**src/rtl/gf_mult_sequencer.sv**
```systemverilog
// Iterative GF(2^WIDTH) multiplier: one shift-and-add step per clock with
// interleaved polynomial reduction, valid/ready handshakes on both sides.
// Constant latency of WIDTH iterations regardless of operand values.
module gf_mult_sequencer #(
  parameter int unsigned      WIDTH = 8,
  parameter logic [WIDTH-1:0] POLY  = WIDTH'(8'h1B)
) (
  input  logic             clk,
  input  logic             rst_n,
  input  logic             in_valid,
  output logic             in_ready,
  input  logic [WIDTH-1:0] a,
  input  logic [WIDTH-1:0] b,
  output logic             out_valid,
  input  logic             out_ready,
  output logic [WIDTH-1:0] product,
  output logic             busy
);

  localparam int unsigned cnt_w = (WIDTH > 2) ? $clog2(WIDTH) : 1;
  localparam logic [cnt_w-1:0] last_iter = cnt_w'(WIDTH - 1);

  typedef enum logic [1:0] {
    IDLE = 2'd0,
    RUN  = 2'd1,
    DONE = 2'd2
  } state_t;

  state_t state_q, state_d;

  logic [WIDTH-1:0] a_q, a_d;
  logic [WIDTH-1:0] b_q, b_d;
  logic [WIDTH-1:0] p_q, p_d;
  logic [cnt_w-1:0] cnt_q, cnt_d;
  logic [WIDTH-1:0] product_d;
  logic [WIDTH-1:0] p_step;
  logic [WIDTH-1:0] a_step;

  // One iteration of the datapath: conditional add of A, then A*x mod POLY.
  always_comb begin
    p_step = p_q ^ ({WIDTH{b_q[0]}} & a_q);
    a_step = {a_q[WIDTH-2:0], 1'b0} ^ ({WIDTH{a_q[WIDTH-1]}} & POLY);
  end

  // State register.
  always_ff @(posedge clk or negedge rst_n) begin
    if (!rst_n) begin
      state_q <= IDLE;
    end else begin
      state_q <= state_d;
    end
  end

  // Next-state and datapath-next logic.
  always_comb begin
    state_d   = state_q;
    a_d       = a_q;
    b_d       = b_q;
    p_d       = p_q;
    cnt_d     = cnt_q;
    product_d = product;
    case (state_q)
      IDLE: begin
        if (in_valid) begin
          a_d     = a;
          b_d     = b;
          p_d     = '0;
          cnt_d   = '0;
          state_d = RUN;
        end
      end
      RUN: begin
        p_d   = p_step;
        a_d   = a_step;
        b_d   = b_q >> 1;
        cnt_d = cnt_q + cnt_w'(1);
        if (cnt_q == last_iter) begin
          product_d = p_step;
          state_d   = DONE;
        end
      end
      DONE: begin
        if (out_ready) begin
          state_d = IDLE;
        end
      end
      default: begin
        state_d = IDLE;
      end
    endcase
  end

  // Datapath registers and registered handshake/status outputs.
  always_ff @(posedge clk or negedge rst_n) begin
    if (!rst_n) begin
      a_q       <= '0;
      b_q       <= '0;
      p_q       <= '0;
      cnt_q     <= '0;
      product   <= '0;
      in_ready  <= 1'b1;
      out_valid <= 1'b0;
      busy      <= 1'b0;
    end else begin
      a_q       <= a_d;
      b_q       <= b_d;
      p_q       <= p_d;
      cnt_q     <= cnt_d;
      product   <= product_d;
      in_ready  <= (state_d == IDLE);
      out_valid <= (state_d == DONE);
      busy      <= (state_d != IDLE);
    end
  end

endmodule

```
**config.mk**
```make
export PLATFORM = sky130hd
export DESIGN_NAME = gf_mult_sequencer
export DESIGN_NICKNAME = d
export VERILOG_FILES = /design/src/rtl/gf_mult_sequencer.sv
export SDC_FILE = /design/constraint.sdc
export NUM_CORES = 1
export LEC_CHECK = 0
export ABC_CLOCK_PERIOD_IN_PS = 1800
export CELL_PAD_IN_SITES_DETAIL_PLACEMENT = 1
export CELL_PAD_IN_SITES_GLOBAL_PLACEMENT = 1
export CORE_ASPECT_RATIO = 0.8
export CORE_UTILIZATION = 40
export DETAILED_ROUTE_END_ITERATION = 8
export GPL_TIMING_DRIVEN = 0
export PLACE_DENSITY_LB_ADDON = 0.1
export SLEW_MARGIN = 15
export SYNTH_ARGS = -nofsm -noshare
export SYNTH_HDL_FRONTEND = slang
export SYNTH_SLANG_ARGS = --single-unit
```
**constraint.sdc**
```tcl
create_clock -name clk -period 1.8 [get_ports clk]
set_input_delay 0.45 -clock clk [delete_from_list [all_inputs] [get_ports clk]]
set_output_delay 0.45 -clock clk [all_outputs]
set_load 0.05 [all_outputs]
```
==> results of run 1 <==
-- kinds of logic (layout without fill, tap and decap cells) --
| kind of cell | Yosys count | in the layout | synth area share |
|---|---|---|---|
| DFF | 40 | 40 | 0.569 |
| xor gates and xnor gates | 11 | 11 | 0.0547 |
| adders and majority gates | 2 | 2 | 0.0142 |
| and+or+nand+nor | 49 | 49 | 0.116 |
| buffers and inverters | 12 | 51 | 0.0426 |
| muxes | 15 | 15 | 0.0853 |
| AOI/OAI and AO/OA | 38 | 38 | 0.118 |
-- cell usage in the layout (no fill, tap or decap), drive strengths merged --
cell           instances
clkdlybuf4s50         18
o21bai                 1
nand2b                 2
and2                   1
clkbuf                 5
nand3b                 1
mux2i                 15
clkdlybuf4s15          1
dfrtp                 39
o21ai                 33
a21oi                  1
a2bb2oi                1
and2b                  1
buf                   11
dlygate4sd2           10
bufinv                 3
dfstp                  1
xor2                  11
or3b                   1
ha                     2
nand2                 43
inv                    3
a22o                   2
-- cells in the mapped netlist (all sizes together) --
| master | count |
|---|---|
| a21oi | 1 |
| a22o | 2 |
| a2bb2oi | 1 |
| and2 | 1 |
| and2b | 1 |
| buf | 9 |
| dfrtp | 39 |
| dfstp | 1 |
| ha | 2 |
| inv | 3 |
| mux2i | 15 |
| nand2 | 43 |
| nand2b | 2 |
| nand3b | 1 |
| o21ai | 33 |
| o21bai | 1 |
| or3b | 1 |
| xor2 | 11 |
-- where the power goes --
part | internal [uW] | leakage (uW) | switching [uW]
registers | 1300 | 0.000501 | 254
clock network | 694 | 0.0000784 | 318
logic | 612 | 0.000518 | 1080
total | 2610 | 0.00110 | 1650
-- metrics by stage --
| stage | TNS [ns] | instances | hold slack (ns) | worst slack (ns) |
|---|---|---|---|---|
| after floorplan | 0 | 167 | 0.154 | 0.456 |
| after global placement | -27.01 | 254 | 0.462 | -0.686 |
| after detailed placement | -0.161 | 255 | 0.390 | -0.0722 |
| after CTS | 0 | 263 | 0.0712 | 0.00107 |
| after global routing | 0 | 263 | 0.0851 | 0.0114 |
| final | 0 | 263 | 0.0666 | 0.0434 |
-- flip-flops by register name, summed over array words and instances (netlist names) --
register / flops
a_q: 8
b_q: 8
p_q: 8
product: 8
cnt_q: 3
state_q: 2
busy: 1
in_ready: 1
out_valid: 1
-- layer usage --
metal | global-route usage | part of all wire
met5 | 0 | 0
met4 | 0.0687 | 0.012
met3 | 0.0444 | 0.031
met2 | 0.339 | 0.47
met1 | 0.273 | 0.49
-- cell type report --
class	count	area [sq um]
Fill cell	475	1910
Sequential cell	40	1000
Multi-Input combinational cell	115	683
Timing Repair Buffer	31	303
Clock inverter	3	90.1
Tap cell	57	71.3
Clock buffer	5	68.8
Buffer	9	63.8
Inverter	3	11.3
-- repair_timing --
action / CTS / global route
setup endpoints to repair: 11 / 1
resized for setup: 11 / 1
pin swaps: 0 / 0
hold buffers: 0 / 0
-- how the worst max path moves through the flow --
stage / end / slack, ns / cells past startpoint
after floorplan: product[0]$_DFFE_PN0P_ / 0.46 / 6
after global placement: p_q[1]$_DFFE_PN0P_ / -0.69 / 1
after detailed placement: a_q[5]$_DFFE_PN0P_ / -0.07 / 6
after CTS: in_ready / 0.001 / 1
after global routing: in_ready / 0.01 / 1
final: in_ready / 0.04 / 1
==> impl_metrics.toml, run 1 <==
[setup_path]
path_max_fanout = 1
critical_path.top_delay_family = "flip-flops"
crit_start = "in_ready$_DFF_PN1_"
path_class = "reg -> out"
path_cells = "clkdlybuf4s15_1"
worst-path-buf-inv = 1
worst_r2r_path_depth = 6
rr_startpoint = "cnt_q[0]$_DFFE_PN0P_"
worstPathRequired_ns = 1.35
cp_slowest_stage_delay_ns = 0.53
rrSetupSlack_ns = 0.16
crit_path_top_delay_cell = "dfstp_2"
r2r-end = "product[0]$_DFFE_PN0P_"
start_kind = "flop"
cp.arrival_ns = 1.31
end_kind = "output port"

[timing]
tightestPinTransition_ns = 0.506
rsz0062_at_grt = "false"
timing.fmax_mhz = 569
final_hold_viol_count = 0
max_slew_margin = 0.664
finalCriticalPeriod_ns = 1.76
setup_viol_count_final = 0
finalCritPeriodShare = 0.976
drv_slew = 0
finClkSkew_ns = 0.0104

[clock_network]
cts_root_buf = "clkbuf_8"
clkSinkCount = 40
clock_path_buffers = 2
cts-buffers-inserted = 5
cts_tree = "done"
path_clk_slew_ns = 0.08
insertion_delay_ns = 0.29
htreeDepth = 2
post-cts-setup-buffer-count = 0

[drt]
route.detailed.drc = 0
drtIter0Drc = 40
via_per_inst = 4.98
avgRoutedWirePerCell_um = 15.7
first_pass_iters = 4
vias = 1309
antenna_left = 0
routed_wl_um = 4120

[power_and_ir_drop]
p_per_area_nw_per_um2 = 1860
p_leak_uw = 0.00110
power.total_uw = 4260
ir_drop_uv = 903

[synthesis]
yosysUniqueCellTypes = 20
synth-warning-count = 0
ys_seq_elements = 40
synth_top_area_frac = 0.554
synth.area.top_cells = "dfrtp_1 (55%), nand2_1 (9.2%), mux2i_1 (8.5%), o21ai_0 (6.8%), xor2_1 (5.5%)"
synthesis.area_sq_um = 1760
synthCells = 167
synth_area_per_cell_sq_um = 10.5
seq_area_frac_synth = 0.569
synth_nets = 189
synth_area_leader_cell = "dfrtp_1"

[placement]
portBuffers = 30
gp_congestion = 0.729
dpl_cell_area_sq_um = 2150
hpwl_um = 3020

[global_route]
grt_first_pass_wirelength_um = 7150
grt_overflow_total = 0
grt_use_total = 0.204
grt_max_degree = 26
grt_antenna_before_repair = 0
grt_pass1_vias = 1437

[cells_and_area]
diodes = 0
area_growth_pct = 30.3
design_area_sq_um = 2290
nets = 227
fin_util = 0.546
drive_above_1_share = 0.102

[job]
cap_viol_max_count = 0

[floorplan]
fp-row-count = 21
die_h_um = 61.3
die-area_sq_um = 4670
ioPinCount = 31
initial_utilization = 0.419
die_w_um = 76.2
core_area_sq_um = 4200

[status]
status = "finished, final reports clean"

[worst_hold_path]
holdCritPathClass = "in -> async"
(Power assumes the default switching activity.)
==> run 2, diff against run 1 <==
SLEW_MARGIN = 20   (was 15)
==> results of run 2 <==
Final layout, timing and power as in run 1 (identical DEF).
==> patch 1: new RTL, settings of run 1 <==
Re-encode `state_t` (3 states) as one-hot, 3 bits wide.
--- a/src/rtl/gf_mult_sequencer.sv
+++ b/src/rtl/gf_mult_sequencer.sv
@@ -21,8 +21,8 @@
   localparam logic [cnt_w-1:0] last_iter = cnt_w'(WIDTH - 1);
 
-  typedef enum logic [1:0] {
-    IDLE = 2'd0,
-    RUN  = 2'd1,
-    DONE = 2'd2
+  typedef enum logic [2:0] {
+    IDLE = 3'b001,
+    RUN  = 3'b010,
+    DONE = 3'b100
   } state_t;
 
Formal check against the unedited RTL: no difference found for any inputs over 10 cycles, from zero or initial values and one cycle with rst_n low; not proved beyond that.
==> patch 1 against run 1 <==
Largest cell class unchanged. Area after synthesis grew 6.4%. Highest routed layer unchanged. Final cell count did not move. Sequential cell count rose by 1. Cell area rose by 1.9%. Largest power group is now sequential cells. Setup slack better by 0.0089 ns. Critical path type unchanged. Hold slack gained 0.038 ns. Power is 20% lower. Wire length is 1.7% higher. Utilization is 0.64 points lower.
==> patch 1: results (changes against run 1) <==
* Status: completed
* Crit Path Max Fanout at 1 (unchanged)
* # Max-Cap Violations at 0 (unchanged)
* CTS clk-pin slew, worst paths at 0.08 ns (about the same)
* Share of layout cells above drive strength 1 at 17.5% (+7.3 points)
* Most frequent cells after synthesis: 39 x dfrtp_1, 24 x nor2_1, 15 x nor3_1
* HPWL after DPL at 3050 µm (+0.96%)
* Clock Skews at 0.00896 ns (-0.00142 ns)
* Seq/Total Area, Yosys at 54.9% (-2.0 points)
* WL per Instance at 15.9 µm (+1.7%)
* Min-Delay Path Class: input port to async pin
* Leakage power total at 1.07 nW (-2.4%)
* Diode count at 0 (unchanged)
* GRT Overall Usage at 19.4% (-1.0 points)
* Router iterations before antenna repair at 4 (unchanged)
* Pin count of the biggest net entering global routing at 22 (-15%)
* Dpl ws at -0.0401 ns (+0.0321 ns)
* H-Tree Depth at 2 (unchanged)
* CP arrival at 1.30 ns
* Port bufs at 30 (unchanged)
* Vias in the first global route at 1544 (+7.4%)
* Cell family with most CP delay: flip-flops
* Fraction of registers with async set or reset after synthesis at 100% (unchanged)
* Clk root buf: clkbuf_8
* Setup Buffers After CTS at 0 (unchanged)
* Final GP Congestion at 0.770 (+5.6%)
* First-pass GRT wire length at 7380 µm (+3.3%)
* Slew @ Worst Pin at 0.491 ns (-0.0150 ns)
* Crit-path max cell delay at 0.52 ns
* Ys Warns at 0 (unchanged)
* Final setup vio count at 0 (unchanged)
* Clock Path Buffers at 2 (unchanged)
* DRT iter0 DRCs at 61 (+53%)
* DP Area at 2270 µm² (+5.6%)
* Layout Nets at 227 (unchanged)
* Non-Filler Instances at 263 (unchanged)
* Main synth FF type: dfrtp_1
* Crit-path slowest cell: dfstp_2
* Mean area per synthesized cell at 11.2 µm² (+6.4%)
* Synth cell types at 30 (+50%)
* Syn Nets at 189 (unchanged)
* Main area contributors after synthesis: dfrtp_1 52%, o22ai_2 6.0%, xor2_1 5.1%, nor2_1 4.8%, nor3_1 4.0%
* Antenna violations before repair at 0 (unchanged)
* Worst IR drop on VDD at 676 µV (-25%)
* Clock latency on the worst-skew pair at 0.30 ns
* CTS Buf Count at 5 (unchanged)
* Vias per cell at 5.23 (+5.0%)
## patch 1: per-layer routing
layer	up-vias	global-route usage, %	part of all wire [%]
met5	-	0	0
met4	0	5.56	0.95
met3	4	4.20	3.8
met2	27	32.5	47
met1	678	25.0	48
li1	666	-	-
## patch 1: what timing repair did
action                                  in CTS  in global routing
endpoints found under the setup margin      11                  3
resized for setup                           11                  2
cloned                                       0                  0
pin swaps                                    0                  0
## patch 1: final cells by class
| cell class | instances | area [µm²] |
|---|---|---|
| fill | 500 | 2000 |
| sequential | 41 | 1030 |
| multi-input combinational | 111 | 732 |
| timing repair buffer | 31 | 310 |
| buffer | 14 | 109 |
| clock buffer | 6 | 72.6 |
| tap | 57 | 71.3 |
| clock inverter | 2 | 10.0 |
| inverter | 1 | 3.75 |
## patch 1: worst paths after layout
kind / from / to / slack, ns / cells past startpoint
hold reg to reg: b_q[2] / b_q[2] / 0.52 / 2
max in group asynchronous: rst_n / b_q[6] / 1.21 / 2
setup reg to reg: cnt_q[0] / product[6] / 0.23 / 7
min in group clk: b_q[2] / b_q[2] / 0.52 / 2
setup / recovery: in_ready / in_ready / 0.05 / 1
hold / removal: rst_n / busy / 0.10 / 1
## patch 1: cells by family (layout without fill, tap and decap cells)
kind of cell / Yosys count / in the layout / synth area share (%)
DFF: 41 / 41 / 54.9
AOI/OAI and AO/OA: 41 / 41 / 17.5
xor gates and xnor gates: 11 / 11 / 5.14
and+or+nand+nor: 57 / 57 / 15.1
adders and majority gates: 2 / 2 / 1.34
buffers and inverters: 15 / 54 / 6.01
## patch 1: report_power, final
| group | total, mW | switching, mW | internal [mW] |
|---|---|---|---|
| registers | 1.44 | 0.223 | 1.21 |
| clock network | 0.583 | 0.314 | 0.269 |
| logic | 1.40 | 0.808 | 0.591 |
| total | 3.42 | 1.35 | 2.07 |
==> patch 2: new RTL, config.mk and constraints of run 1 <==
Made on the original files. Change the parameter `WIDTH` from 8 to 4.
--- a/src/rtl/gf_mult_sequencer.sv
+++ b/src/rtl/gf_mult_sequencer.sv
@@ -3,5 +3,5 @@
 // Constant latency of WIDTH iterations regardless of operand values.
 module gf_mult_sequencer #(
-  parameter int unsigned      WIDTH = 8,
+  parameter int unsigned      WIDTH = 4,
   parameter logic [WIDTH-1:0] POLY  = WIDTH'(8'h1B)
 ) (
Ports: changed (resized a, b and product); port bits go from 31 to 19. The function was not compared with the original's and may differ.
==> patch 2 against run 1 <==
Area after synthesis decreased by 33%. Sequential cell count decreased by 17. Global-route usage decreased by 1.9 points. Wire length decreased by 40%. Setup slack improved by 0.10 ns. Cell area decreased by 38%. Die area decreased by 33%. Power decreased by 42%. Critical path type unchanged. Largest cell class unchanged. Highest routed layer unchanged.
==> patch 2: results (changes against run 1) <==
* Crit-path max cell delay at 0.53 ns (about the same)
* Ys Warns at 0 (unchanged)
* Post-synth EDFFs at 0 (unchanged)
* Min-Delay Path Class: register to register
* Met1 Resource Use GR at 20.1% (-7.1 points)
* Layout Nets at 144 (-37%)
* Met2 usage at 32.6% (-1.3 points)
* Clock Skews at 0.00875 ns (-0.00163 ns)
* GRT Overall Usage at 18.4% (-1.9 points)
* Router iterations before antenna repair at 4 (unchanged)
* Synth cell types at 29 (+45%)
* Pin count of the biggest net entering global routing at 24 (-7.7%)
* First-pass GRT wire length at 4320 µm (-40%)
* Antenna violations before repair at 0 (unchanged)
* Syn Nets at 121 (-36%)
* H-Tree Depth at 1 (-1)
* Final GP Congestion at 0.751 (+3.0%)
* Port bufs at 18 (-40%)
* Clock latency on the worst-skew pair at 0.31 ns (+0.02 ns)
* Share of layout cells above drive strength 1 at 17.7% (+7.5 points)
* Slew Limit Headroom at 33.5% (-33 points)
* Crit-path slowest cell: dlygate4sd2_1
* HPWL after DPL at 1810 µm (-40%)
* Leakage power total at 0.668 nW (-39%)
* Cell family with most CP delay: buffers and inverters
* DRT iter0 DRCs at 14 (-65%)
* WL per Instance at 14.7 µm (-5.9%)
* Main area contributors after synthesis: dfrtp_1 47%, mux2_4 5.1%, nor2b_1 4.8%, o21ai_0 4.3%, a22oi_1 3.8%
* CTS clk-pin slew, worst paths at 0.12 ns (+0.04 ns)
* Status: completed
* Final Hold Vio Count at 0 (unchanged)
* Dpl ws at 0.0350 ns (+0.107 ns)
* Clock Path Buffers at 2 (unchanged)
* Clk root buf: clkbuf_4
* Cells after DPL at 164 (-36%)
* Worst IR drop on VDD at 700 µV (-23%)
* Most frequent cells after synthesis: 22 x dfrtp_1, 10 x nand2_1, 10 x o21ai_0
* Met3 Use GR at 5.45% (+1.0 points)
* Setup Buffers After CTS at 0 (unchanged)
* Non-Filler Instances at 168 (-36%)
* Seq/Total Area, Yosys at 49.2% (-7.7 points)
* Crit Path Max Fanout at 2 (+1)
* Vias in the first global route at 947 (-34%)
* Vias per cell at 5.23 (+5.0%)
* DP Area at 1400 µm² (-35%)
* CTS Buf Count at 3 (-2)
* Post-synthesis cell count at 108 (-35%)
* Fraction of registers with async set or reset after synthesis at 100% (unchanged)
* Diode count at 0 (unchanged)
## patch 2: cell types whose count changed after synthesis, sizes merged, moves of 7 or more
cell	delta
a21oi	+7
mux2i	-14
nand2	-32
nor2b	+10
o21ai	-21
dfrtp	-17
## patch 2: power breakdown
| group | internal, mW | switching, mW |
|---|---|---|
| registers | 0.744 | 0.176 |
| logic | 0.589 | 0.740 |
| clock network | 0.0866 | 0.151 |
## patch 2: kinds of logic after synthesis
| group | after synthesis | share of synthesized area (%) |
|---|---|---|
| compound gates | 33 | 17.8 |
| simple gates | 31 | 16.1 |
| flops | 23 | 49.2 |
| buf+inv | 9 | 5.12 |
| mux | 6 | 6.94 |
| xor+xnor | 5 | 3.74 |
| fa+ha+maj | 1 | 1.07 |
## patch 2: layer usage
metal,vias up,routed length [µm]
met3,4,76
met1,442,1110
met2,15,1240
met4,0,48
met5,-,0
li1,417,-
## patch 2: final timing paths
check,endpoint,depth (start not counted),startpoint,slack [ns]
max,product[2],1,product[2],0.15
min,product[0],2,product[0],0.49
max reg2reg,p_q[0],3,b_q[0],0.57
min reg2reg,product[0],2,product[0],0.49
max in group asynchronous,b_q[0],1,rst_n,0.52
min in group asynchronous,product[3],1,rst_n,0.67
## patch 2: final cells by class
class                   instances  area (µm²)
repair buffers                 18         168
inverters                       2        7.51
fillers                       318        1350
clock buffers                   4        26.3
well taps                      38        47.5
plain buffers                   7        52.6
flip-flops and latches         23         577
multi-input cells              76         536
## patch 2: tightest hold or removal path, delay by kind of cell, from the launching register on
family | cells | cell delay [ns]
flip-flops | 1 | 0.36
AND/OR/NAND/NOR | 1 | 0.04
AO/OA/AOI/OAI | 1 | 0.06
## patch 2: repair_timing
| action | CTS | global route |
|---|---|---|
| endpoints found under the setup margin | 7 | 1 |
| gates resized for setup | 8 | 1 |
| hold endpoints to repair | 0 | 0 |
